[config.mk]
export PLATFORM = sky130hd
export DESIGN_NAME = threshold_ctrl
export DESIGN_NICKNAME = d
export VERILOG_FILES = /design/src/rtl/threshold_ctrl.sv
export SDC_FILE = /design/constraint.sdc
export NUM_CORES = 1
export LEC_CHECK = 0
export ABC_CLOCK_PERIOD_IN_PS = 4600
export CORE_ASPECT_RATIO = 0.6
export CORE_MARGIN = 5
export CORE_UTILIZATION = 60
export DETAILED_ROUTE_END_ITERATION = 12
export DONT_BUFFER_PORTS = 1
export GPL_TIMING_DRIVEN = 0
export PLACE_DENSITY = 0.73
export SLEW_MARGIN = 5
export SYNTH_ARGS = -nofsm -noshare
export SYNTH_HDL_FRONTEND = slang
export SYNTH_SLANG_ARGS = --single-unit
[constraint.sdc]
create_clock -name clk -period 4.6 [get_ports clk]
set_clock_uncertainty 0.15 [all_clocks]
set_input_delay 0.69 -clock clk [delete_from_list [all_inputs] [get_ports clk]]
set_output_delay 0.69 -clock clk [all_outputs]
set_load 0.01 [all_outputs]
[src/rtl/threshold_ctrl.sv]
// threshold_ctrl: debounced up/down/select buttons editing per-channel saturating thresholds, plus a registered sample compare

// Per-button synchroniser and press FSM; emits a one-cycle event on acceptance and on auto-repeat
module threshold_btn #(
  parameter int DEB_CNT    = 999_999,
  parameter int REPEAT_DLY = 25_000_000,
  parameter int REPEAT_PER = 5_000_000,
  parameter bit REPEAT_EN  = 1'b1
) (
  input  logic clk,
  input  logic rst_n,
  input  logic btn_i,
  output logic evt_o
);
  localparam int M1   = (DEB_CNT > REPEAT_DLY) ? DEB_CNT : REPEAT_DLY;
  localparam int CMAX = (M1 > REPEAT_PER) ? M1 : REPEAT_PER;
  localparam int TW   = $clog2(CMAX + 1);
  typedef enum logic [1:0] {IDLE, DEBOUNCE, HELD, REPEAT} state_t;
  state_t state_q;
  logic [1:0] sync_q;
  logic [TW-1:0] cnt_q, rel_q, lim;
  logic evt_q;
  // Held-time limit: first repeat after REPEAT_DLY, later ones every REPEAT_PER
  assign lim = (state_q == HELD) ? TW'(REPEAT_DLY - 1) : TW'(REPEAT_PER - 1);
  assign evt_o = evt_q;
  // Synchronise the raw button and walk the press FSM; cnt_q counts pressed cycles, rel_q released ones
  always_ff @(posedge clk or negedge rst_n)
    if (!rst_n) begin
      sync_q  <= 2'b11;
      state_q <= IDLE;
      cnt_q   <= '0;
      rel_q   <= '0;
      evt_q   <= 1'b0;
    end else begin
      sync_q <= {sync_q[0], btn_i};
      evt_q  <= 1'b0;
      case (state_q)
        IDLE:
          if (!sync_q[1]) begin
            state_q <= DEBOUNCE;
            cnt_q   <= TW'(1);
          end
        DEBOUNCE:
          if (sync_q[1]) begin
            state_q <= IDLE;
            cnt_q   <= '0;
          end else if (cnt_q == TW'(DEB_CNT - 1)) begin
            evt_q   <= 1'b1;
            state_q <= HELD;
            cnt_q   <= '0;
            rel_q   <= '0;
          end else cnt_q <= cnt_q + 1'b1;
        default:
          if (sync_q[1]) begin
            if (rel_q == TW'(DEB_CNT - 1)) begin
              state_q <= IDLE;
              cnt_q   <= '0;
              rel_q   <= '0;
            end else rel_q <= rel_q + 1'b1;
          end else begin
            rel_q <= '0;
            if (REPEAT_EN) begin
              if (cnt_q == lim) begin
                evt_q   <= 1'b1;
                state_q <= REPEAT;
                cnt_q   <= '0;
              end else cnt_q <= cnt_q + 1'b1;
            end
          end
      endcase
    end
endmodule

module threshold_ctrl #(
  parameter int WIDTH      = 16,
  parameter int NCH        = 4,
  parameter int MAX_VAL    = 'h7fff,
  parameter int MIN_VAL    = 'h0000,
  parameter int STEP       = 'h05b0,
  parameter int DEB_CNT    = 999_999,
  parameter int REPEAT_DLY = 25_000_000,
  parameter int REPEAT_PER = 5_000_000,
  localparam int CW        = (NCH > 1) ? $clog2(NCH) : 1
) (
  input  logic                 clk,
  input  logic                 rst_n,
  input  logic                 btn_up,
  input  logic                 btn_down,
  input  logic                 btn_sel,
  input  logic                 sample_valid,
  input  logic [WIDTH-1:0]     sample,
  input  logic [CW-1:0]        sample_ch,
  output logic [NCH*WIDTH-1:0] line,
  output logic [CW-1:0]        sel_ch,
  output logic                 changed,
  output logic                 hit,
  output logic [CW-1:0]        hit_ch
);
  localparam logic [2**CW-1:0] CH_OK = {(2**CW){1'b1}} >> (2**CW - NCH);
  logic up_evt, dn_evt, sel_evt;
  logic [NCH-1:0][WIDTH-1:0] line_q, line_d;
  logic [CW-1:0] sel_q, sel_d, hit_ch_q;
  logic changed_q, hit_q, ch_ok;
  logic [WIDTH-1:0] cur, nxt_up, nxt_dn, new_v;
  logic [WIDTH:0] up_sum;
  logic signed [WIDTH:0] dn_dif;
  threshold_btn #(.DEB_CNT(DEB_CNT), .REPEAT_DLY(REPEAT_DLY), .REPEAT_PER(REPEAT_PER), .REPEAT_EN(1'b1))
    u_up (.clk(clk), .rst_n(rst_n), .btn_i(btn_up), .evt_o(up_evt));
  threshold_btn #(.DEB_CNT(DEB_CNT), .REPEAT_DLY(REPEAT_DLY), .REPEAT_PER(REPEAT_PER), .REPEAT_EN(1'b1))
    u_dn (.clk(clk), .rst_n(rst_n), .btn_i(btn_down), .evt_o(dn_evt));
  threshold_btn #(.DEB_CNT(DEB_CNT), .REPEAT_DLY(REPEAT_DLY), .REPEAT_PER(REPEAT_PER), .REPEAT_EN(1'b0))
    u_sel (.clk(clk), .rst_n(rst_n), .btn_i(btn_sel), .evt_o(sel_evt));
  assign cur    = line_q[sel_q];
  assign up_sum = {1'b0, cur} + (WIDTH+1)'(STEP);
  assign dn_dif = $signed({1'b0, cur}) - $signed((WIDTH+1)'(STEP));
  assign nxt_up = (up_sum > (WIDTH+1)'(MAX_VAL)) ? WIDTH'(MAX_VAL) : up_sum[WIDTH-1:0];
  assign nxt_dn = (dn_dif < $signed((WIDTH+1)'(MIN_VAL))) ? WIDTH'(MIN_VAL) : dn_dif[WIDTH-1:0];
  assign new_v  = (up_evt && !dn_evt) ? nxt_up : (dn_evt && !up_evt) ? nxt_dn : cur;
  assign sel_d  = sel_evt ? ((sel_q == CW'(NCH - 1)) ? '0 : sel_q + 1'b1) : sel_q;
  assign ch_ok  = sample_valid && CH_OK[sample_ch];
  assign line    = line_q;
  assign sel_ch  = sel_q;
  assign changed = changed_q;
  assign hit     = hit_q;
  assign hit_ch  = hit_ch_q;
  // Only the channel selected before this cycle's select event takes the step
  always_comb begin
    line_d = line_q;
    line_d[sel_q] = new_v;
  end
  // Threshold, selection and compare registers; compare sees the pre-step threshold
  always_ff @(posedge clk or negedge rst_n)
    if (!rst_n) begin
      line_q    <= {NCH{WIDTH'(MIN_VAL)}};
      sel_q     <= '0;
      changed_q <= 1'b0;
      hit_q     <= 1'b0;
      hit_ch_q  <= '0;
    end else begin
      line_q    <= line_d;
      sel_q     <= sel_d;
      changed_q <= new_v != cur;
      hit_q     <= ch_ok && (sample > line_q[sample_ch]);
      hit_ch_q  <= ch_ok ? sample_ch : hit_ch_q;
    end
endmodule

======== Yosys cells after proc, flatten, opt, wreduce, memory -nomap -nowiden ========
Cells that the tools add are included.
cells by class
  magnitude comparators ................... 6
  bitwise operators ....................... 3
  multiplexer cells ....................... 84
  add/sub/neg operators ................... 9
  equality and inequality tests ........... 29
  reductions and logical operators ........ 23
operators by type and width
  kind                      count
  $mux W25                  31
  $pmux W25 S2              6
  $add A25 B1 Y25 const B   6
  $eq A25 B20 Y1 const B    6
  $mux W16                  7
  $bmux W16 S2              2
  $bwmux W64                1
  $eq A25 B25 Y1            2
  $mux W2                   18
  $demux W16 S2             1
  $add A16 B11 Y17 const B  1
  $gt A17 B15 Y1 const B    1
  $lt A17 B1 Y1 const B     1
  $sub A16 B11 Y17 const B  1
  $gt A16 B16 Y1            1
  $ne A16 B16 Y1            1
  $mux W1                   12
  $ne A2 B2 Y1 const B      6
  $pmux W2 S2               3
  $reduce_and A3 Y1         4
  $reduce_and A4 Y1         3
  $ne A3 B1 Y1 const B      3
  $reduce_bool A4 Y1        2
  $eq A2 B1 Y1 const B      3
  other kinds (14)          32
word-level totals
  register bits after elaboration ......... 235
  bits of input ports ..................... 24

======== Depth between registers and ports, before layout ========
Gate-level depths: netlist of the first run.
  word-level depth ........................ 8
  mapped depth ............................ 13

======== Modules after synthesis ========
Synthesis of the first run repeated with hierarchy kept, for this count alone.
unflattened totals
  cell total of the unflattened synthesis .. 1582
  area total of the unflattened synthesis .. 14580.2 um^2
modules (own cells, without submodules)
  module                    times used  cells each  area each (um^2)  seq. area each (um^2)
  threshold_btn (u_dn ...)  2           369         3186.8            1378.8
  threshold_ctrl            1           503         5056.1            1751.7
  threshold_btn (u_sel)     1           341         3150.5            1378.8

======== Worst setup path before layout of the first run ========
Ideal clock, no wire load.
  path kind ............................... input to register
  from .................................... input port sample_ch[0]
  to ...................................... register hit_q (netlist: hit)
  data arrival time ....................... 3494 ps
  setup slack ............................. 831 ps
  stages .................................. 13
  data required time ...................... 4324 ps
  library setup time ...................... 126 ps
  path through ............................ clkbuf_1 -> buf_1 -> mux4_2 -> inv_1 -> ha_1 -> a21o_1 -> a21o_1 -> a21o_1 -> a21o_1 -> a21oi_1 -> nor2b_1 -> o21ai_0 -> a21oi_1
on the way
  longest elaborated chain between the ends .. 4
ends and longest elaborated chain
  element                                                    RTL line  text
  start, declared                                            92        input logic [CW-1:0] sample_ch,
  $bmux W16 S2 or $bmux W1 S2 (tied branches)                143, 120
  $mux W16 (not written as such) or $mux W1 (tied branches)  143, 120
  $gt A16 B16 Y1 or $logic_and A1 B1 Y1 (tied branches)      143, 120
  $logic_and A1 B1 Y1 (*)                                    143       hit_q <= ch_ok && (sample > line_q[sample_ch]);
  end signal, assigned                                       143
  end, declared                                              103       logic changed_q, hit_q, ch_ok;
Every way passes the cells marked *; elsewhere a longest branch is shown, timed or not. The select of a mux whose other input is x is not followed.
A chain may end at the register's enable or synchronous reset.

======== Worst setup path after layout of the first run ========
  from .................................... register sel_q[0] (netlist: sel_ch[0])
  to ...................................... register line_q (netlist bit line[46])
on the way
  longest elaborated chain between the ends .. 8
ends and longest elaborated chain
  element                         RTL line  text
  start, declared                 102       logic [CW-1:0] sel_q, sel_d, hit_ch_q;
  start signal, assigned          141       sel_q <= sel_d;
  $bmux W16 S2                    113       assign cur = line_q[sel_q];
  $mux W16 (not written as such)  113
  $sub A16 B11 Y17                115       assign dn_dif = $signed({1'b0, cur}) - $signed((WIDTH+1)'(STEP));
  $lt A17 B1 Y1                   117       assign nxt_dn = (dn_dif < $signed((WIDTH+1)'(MIN_VAL))) ? WIDTH'(MIN_VAL) : dn_dif[WIDTH-1:0];
  $mux W16                        117
  $mux W16 (2 in series)          118       assign new_v = (up_evt && !dn_evt) ? nxt_up : (dn_evt && !up_evt) ? nxt_dn : cur;
  $bwmux W64 (*)                  129       line_d[sel_q] = new_v;
  end signal, assigned            134       line_q <= {NCH{WIDTH'(MIN_VAL)}};
  end signal, assigned            140       line_q <= line_d;
  end, declared                   101       logic [NCH-1:0][WIDTH-1:0] line_q, line_d;
Marked as above.

==> results of run 1 <==
## what timing repair did
item / CTS / global route
endpoints found under the setup margin: 0 / 8
resized for setup: 0 / 2
endpoints found under the hold margin: 238 / 235
## power breakdown
part | internal (mW) | switching [mW]
Clock | 1.20 | 0.831
Sequential | 2.12 | 0.0631
Combinational | 0.151 | 0.303
Total | 3.47 | 1.20
## worst max-delay path, cell delays in order (launching register included)
cell	delay (ps)
dfrtp_1	480
buf_6	220
mux4_1	600
buf_6	170
inv_1	150
ha_1	240
inv_1	160
a2111oi_4	500
o21a_1	230
nor2_1	60
or4b_4	580
and3_4	220
a221oi_4	370
mux2_2	230
## through the flow
step	instances	power (mW)	hold slack [ps]	worst slack, ps
floorplan	1503	2.53	195	831
global placement	1811	2.64	195	129
detailed placement	1811	2.65	198	65.5
CTS	1856	4.68	-313	164
global route	1856	4.84	-320	38.2
finish	1856	4.67	-299	171
## metal layers
| metal | global-route usage [%] | share of wire, % | vias to the layer above |
|---|---|---|---|
| li1 | - | - | 5494 |
| met1 | 45.9 | 46 | 5776 |
| met2 | 37.4 | 40 | 643 |
| met3 | 7.67 | 12 | 57 |
| met4 | 4.53 | 1.5 | 2 |
| met5 | 2.44 | 0.22 | - |
## cells in the final DEF, fill, tap and decap left out, types with 34 or more instances in the layout
master,synthesis,final
nand3_1,82,82
dfrtp_1,229,229
inv_1,57,57
clkbuf_1,47,50
ha_1,34,34
a21oi_1,107,106
o21ai_0,126,126
nand2_1,111,111
nor2_1,211,211
xnor2_1,35,35
xor2_1,45,45
## kinds of logic (layout without fill, tap and decap cells)
| group | Yosys count | count (layout) |
|---|---|---|
| DFF | 235 | 235 |
| AOI/OAI and AO/OA | 346 | 346 |
| muxes | 52 | 52 |
| and+or+nand+nor | 633 | 633 |
| buffers and inverters | 123 | 168 |
| xor gates and xnor gates | 80 | 80 |
| adders and majority gates | 34 | 34 |
## path summary, 6_finish.rpt
kind / endpoint / slack [ps] / depth (start not counted)
min in group clk: hit / 160 / 2
max in group asynchronous: hit_ch[0] / 4270 / 0
min reg2reg: u_sel.sync_q[1] / 210 / 0
min: u_dn.cnt_q[9] / -300 / 0
max: line[46] / 170 / 13
max reg2reg: line[46] / 170 / 13
## state kept, by name, indices dropped and copies added (netlist names), 25 cells and up
| name | flops |
|---|---|
| u_sel.cnt_q | 25 |
| line | 64 |
| u_dn.rel_q | 25 |
| u_up.rel_q | 25 |
| u_dn.cnt_q | 25 |
| u_up.cnt_q | 25 |
| u_sel.rel_q | 25 |
## final cells by class
| cell class | count | area (um^2) |
|---|---|---|
| multi-input combinational | 1145 | 7370 |
| timing repair buffer | 3 | 30.0 |
| sequential | 235 | 5890 |
| fill | 1777 | 7320 |
| clock buffer | 33 | 683 |
| inverter | 57 | 214 |
| tap | 308 | 385 |
| buffer | 66 | 322 |
| clock inverter | 9 | 128 |
==> flow_metrics.env, run 1 <==
export IMPL_synth_mux_area_share_pct=6.96
export IMPL_timing_final_crit_share_pct=96.3
export IMPL_dr_pass1_iters=6
export IMPL_clock_root_buffer="clkbuf_16"
export IMPL_violations="hold timing"
export IMPL_drive_gt1_share_pct=8.33
export IMPL_crit_required_ps=4920
export IMPL_arrival_ps=4750
export IMPL_numPortBuffers=0
export IMPL_post_synth_top_area_cell="dfrtp_1"
export IMPL_cts_setup_buffers=0
export IMPL_p_leak_nw=6.30
export IMPL_core_um2=22300
export IMPL_fin_area_um2=15000
export IMPL_synth_area_um2=13800
export IMPL_syn_num_nets=1561
export IMPL_synth_top_family_by_area="simple AND/OR/NAND/NOR gates"
export IMPL_synth_xor_area_share_pct=5.09
export IMPL_hold_viol_final=235
export IMPL_htree_levels=1
export IMPL_p_per_area_nw_per_um2=311
export IMPL_max_freq_mhz=226
export IMPL_crit_path_end_kind="flip-flop"
export IMPL_yosys_area_share_adder_pct=3.09
export IMPL_cts_tree="built"
export IMPL_yosys_most_used_dff="dfrtp_1"
export IMPL_grt_usage_pct=28.1
export IMPL_yosysUniqueCellTypes=80
export IMPL_synthSimpleGateAreaFrac_pct=23.0
export IMPL_clkSlewWorstSetupHoldPaths_ps=70
export IMPL_routed_via_density=6.45
export IMPL_netlist_top_cells_area="dfrtp_1 (42%), nor2_1 (5.7%), o21ai_0 (4.6%)"
export IMPL_chipHeight_um=127
export IMPL_final_core_util_pct=67.2
export IMPL_maxCapViolations=0
export IMPL_rsz0062_at_grt="no"
export IMPL_grt_pass1_vias=11000
export IMPL_die_x_um=206
export IMPL_io_pins=94
export IMPL_via_count=12000
export IMPL_synth_edf_count=0
export IMPL_drtIter0Drc=1422
export IMPL_min_path_type="primary input to asynchronous set/reset pin"
export IMPL_gp_congestion=0.993
export IMPL_dpl_instance_area_um2=14200
export IMPL_period_minus_slack_ps=4430
export IMPL_synthCells=1503
export IMPL_diodes=0
export IMPL_critPathMaxFanout=10
export IMPL_fin_setup_tns_ps=0
export IMPL_grt_start_max_net_pins=236
export IMPL_avgRoutedWirePerCell_um=20.1
export IMPL_report_final_slew_viol_count=0
export IMPL_netlist_area_leader_share_pct=41.6
export IMPL_synth_area_per_cell_um2=9.17
export IMPL_ys_seq_area_share_pct=42.7
export IMPL_path_class="flip-flop to flip-flop"
export IMPL_ys_seq_elements=235
export IMPL_hold_slack_ps=-299
export IMPL_insertion_delay_ps=530
export IMPL_clock_sinks=235
export IMPL_synth_compound_area_share_pct=15.2
export IMPL_antenna_found_initial=0
export IMPL_wirelength_um=37300
export IMPL_synthTopCellsByCount="dfrtp_1 (229), nor2_1 (211), o21ai_0 (126)"
export IMPL_dpl_hpwl_um=26700
export IMPL_async_flop_share_pct=100
export IMPL_die_area_um2=26200
export IMPL_area_growth_pct=9.01
export IMPL_std_cell_rows=42
export IMPL_cts_buffers=23
export IMPL_peakVddDrop_uv=263
export IMPL_outcome="finished with violations"
export IMPL_route_detailed_drc=0
export IMPL_antenna_left=0
export IMPL_clk_path_buf_depth=3
export IMPL_worst_pin_slew_ps=1170
export IMPL_crit_path_start="sel_ch[0]"
export IMPL_gr_total_overflow=0
export IMPL_start_util_pct=61.7
export IMPL_worstReg2RegStart="sel_ch[0]"
export IMPL_holdBufCountCts=3
export IMPL_yosys_warnings=0
export IMPL_grt_pass1_wl_um=60100
export IMPL_synth_most_common_cell="dfrtp_1"
export IMPL_final_setup_viol_count=0
export IMPL_fin_nets=1589
export IMPL_critPathLaunchType="flip-flop"
export IMPL_slew_headroom_pct=21.5
(Power assumes the default switching activity.)
==> inputs of run 2 (changes only) <==
- PLACE_DENSITY: 0.73 -> 0.79
==> flow_metrics.env, run 2 (synthesis gave the netlist of run 1 again) <==
export IMPL_outcome="finished with violations"
export IMPL_violations="hold timing, setup timing"
export IMPL_grt_start_max_net_pins=236
export IMPL_met3WireLength_um=3850
export IMPL_grt_pass1_wl_um=58500
export IMPL_wl_met2_um=14400
export IMPL_r2r_cells=10
export IMPL_cp_slowest_cell="o31ai_1"
export IMPL_p_leak_nw=6.25
export IMPL_combPwrFrac_pct=10.0
export IMPL_worst_pin_slew_ps=1000
export IMPL_cts_tree="built"
export IMPL_min_path_type="primary input to asynchronous set/reset pin"
export IMPL_clock_root_buffer="clkbuf_16"
export IMPL_antenna_left=0
export IMPL_slowest_delay_ps=770
export IMPL_slew_headroom_pct=33.3
export IMPL_critPathMaxFanout=10
export IMPL_fin_nets=1588
export IMPL_wirelength_um=35700
export IMPL_arrival_ps=4770
export IMPL_core_um2=22300
export IMPL_cts_buffers=23
export IMPL_dr_pass1_iters=6
export IMPL_grt_usage_pct=27.0
export IMPL_clk_path_buf_depth=3
export IMPL_drive_gt1_share_pct=8.14
export IMPL_switching_share_pct=26.1
export IMPL_die_x_um=206
export IMPL_dpl_hpwl_um=25700
export IMPL_timing_final_ws_setup_ps=-11.9
export IMPL_final_core_util_pct=66.8
export IMPL_timing_final_crit_share_pct=100
export IMPL_cts_setup_buffers=0
export IMPL_crit_required_ps=4760
export IMPL_hold_viol_final=231
export IMPL_largest_reg_flops=64
export IMPL_route_detailed_drc=0
export IMPL_r2r_end="changed"
export IMPL_drtIter0Drc=1372
export IMPL_std_cell_rows=42
export IMPL_io_pins=94
export IMPL_crit_path_start="sel_ch[1]"
export IMPL_insertion_delay_ps=520
export IMPL_wl_met1_um=16800
export IMPL_clkSlewWorstSetupHoldPaths_ps=70
export IMPL_start_util_pct=61.7
export IMPL_switchingPower_mw=1.16
export IMPL_final_cell_mix="dfrtp_1 (229), nor2_1 (211), o21ai_0 (126)"
export IMPL_path_delay_family="compound AO/OA/AOI/OAI gates"
export IMPL_crit_path_end_kind="flip-flop"
export IMPL_path_cells="buf_2, mux4_2, clkbuf_1, a21oi_1, o31ai_1, nor2_1, o31ai_1, nand4_1, nor4_1, nand4_1"
export IMPL_maxUsedRoutingLayer="met4"
export IMPL_via_count=11900
export IMPL_p_seq_share_pct=48.9
export IMPL_critPathLaunchType="flip-flop"
export IMPL_final_setup_viol_count=1
export IMPL_area_growth_pct=8.24
export IMPL_period_minus_slack_ps=4610
export IMPL_worstReg2RegStart="sel_ch[1]"
export IMPL_clock_sinks=235
export IMPL_antenna_found_initial=0
export IMPL_chipHeight_um=127
export IMPL_routed_via_density=6.43
export IMPL_report_final_slew_viol_count=0
export IMPL_critPathBufInv=2
export IMPL_peakVddDrop_uv=282
export IMPL_maxCapViolations=0
export IMPL_rsz0062_at_grt="no"
export IMPL_mostFrequentLayoutCell="dfrtp_1"
export IMPL_htree_levels=1
export IMPL_die_area_um2=26200
export IMPL_p_per_area_nw_per_um2=298
export IMPL_numPortBuffers=0
export IMPL_holdBufCountCts=2
export IMPL_avgRoutedWirePerCell_um=19.3
export IMPL_diodes=0
export IMPL_power_clock_fraction_pct=41.1
export IMPL_max_freq_mhz=217
export IMPL_path_class="flip-flop to flip-flop"
export IMPL_internal_power_mw=3.29
export IMPL_gr_total_overflow=0
export IMPL_hold_slack_ps=-286
export IMPL_r2r_slack_ps=-10
export IMPL_grt_pass1_vias=11000
export IMPL_gp_congestion=0.986
==> run 2: cell count changes in the layout (fill, tap and decap cells not counted), sizes merged <==
cell	delta
dlygate4sd3	-1
clkbuf	+3
bufinv	-3
==> run 2: metrics by stage <==
stage / TNS [ps] / instances / power [mW] / instance area (um^2) / setup WS, ps
global placement: 0 / 1811 / 2.63 / 14200 / 195
CTS: 0 / 1855 / 4.48 / 14900 / 232
finish: -11.9 / 1855 / 4.45 / 14900 / -11.9
detailed placement: 0 / 1811 / 2.65 / 14200 / 120
global route: 0 / 1855 / 4.65 / 14900 / 18.5
floorplan: 0 / 1503 / 2.53 / 13800 / 831
==> run 2: worst max path at each step <==
stage / to / slack, ps / cells past startpoint
finish: changed / -10 / 10
global route: changed / 20 / 12
CTS: line[62] / 230 / 13
detailed placement: hit / 120 / 13
global placement: hit / 200 / 13
floorplan: hit / 830 / 13
==> run 2: power by group through the flow <==
stage / Clock, mW / Combinational (mW) / Sequential (mW)
floorplan: 0 / 0.332 / 2.20
global placement: 0 / 0.419 / 2.21
detailed placement: 0 / 0.440 / 2.21
CTS: 1.86 / 0.442 / 2.18
global route: 1.95 / 0.509 / 2.19
finish: 1.83 / 0.445 / 2.18
==> run 2: layout make-up <==
cell class | count | area, um^2
plain buffers | 66 | 322
clock buffers | 36 | 684
clock inverters | 6 | 33.8
fillers | 1781 | 7420
inverters | 57 | 214
multi-input cells | 1145 | 7360
flip-flops and latches | 235 | 5890
well taps | 308 | 385
repair buffers | 2 | 20.0
==> run 2: per-layer routing <==
metal	vias up	track usage, %
met2	617	36.5
met5	-	0
met1	5769	43.9
met4	0	4.29
li1	5488	-
met3	55	7.02
==> run 2: repair_timing <==
item / CTS / global route
gates resized for setup: 0 / 2
endpoints found under the hold margin: 237 / 235
endpoints found under the setup margin: 0 / 1
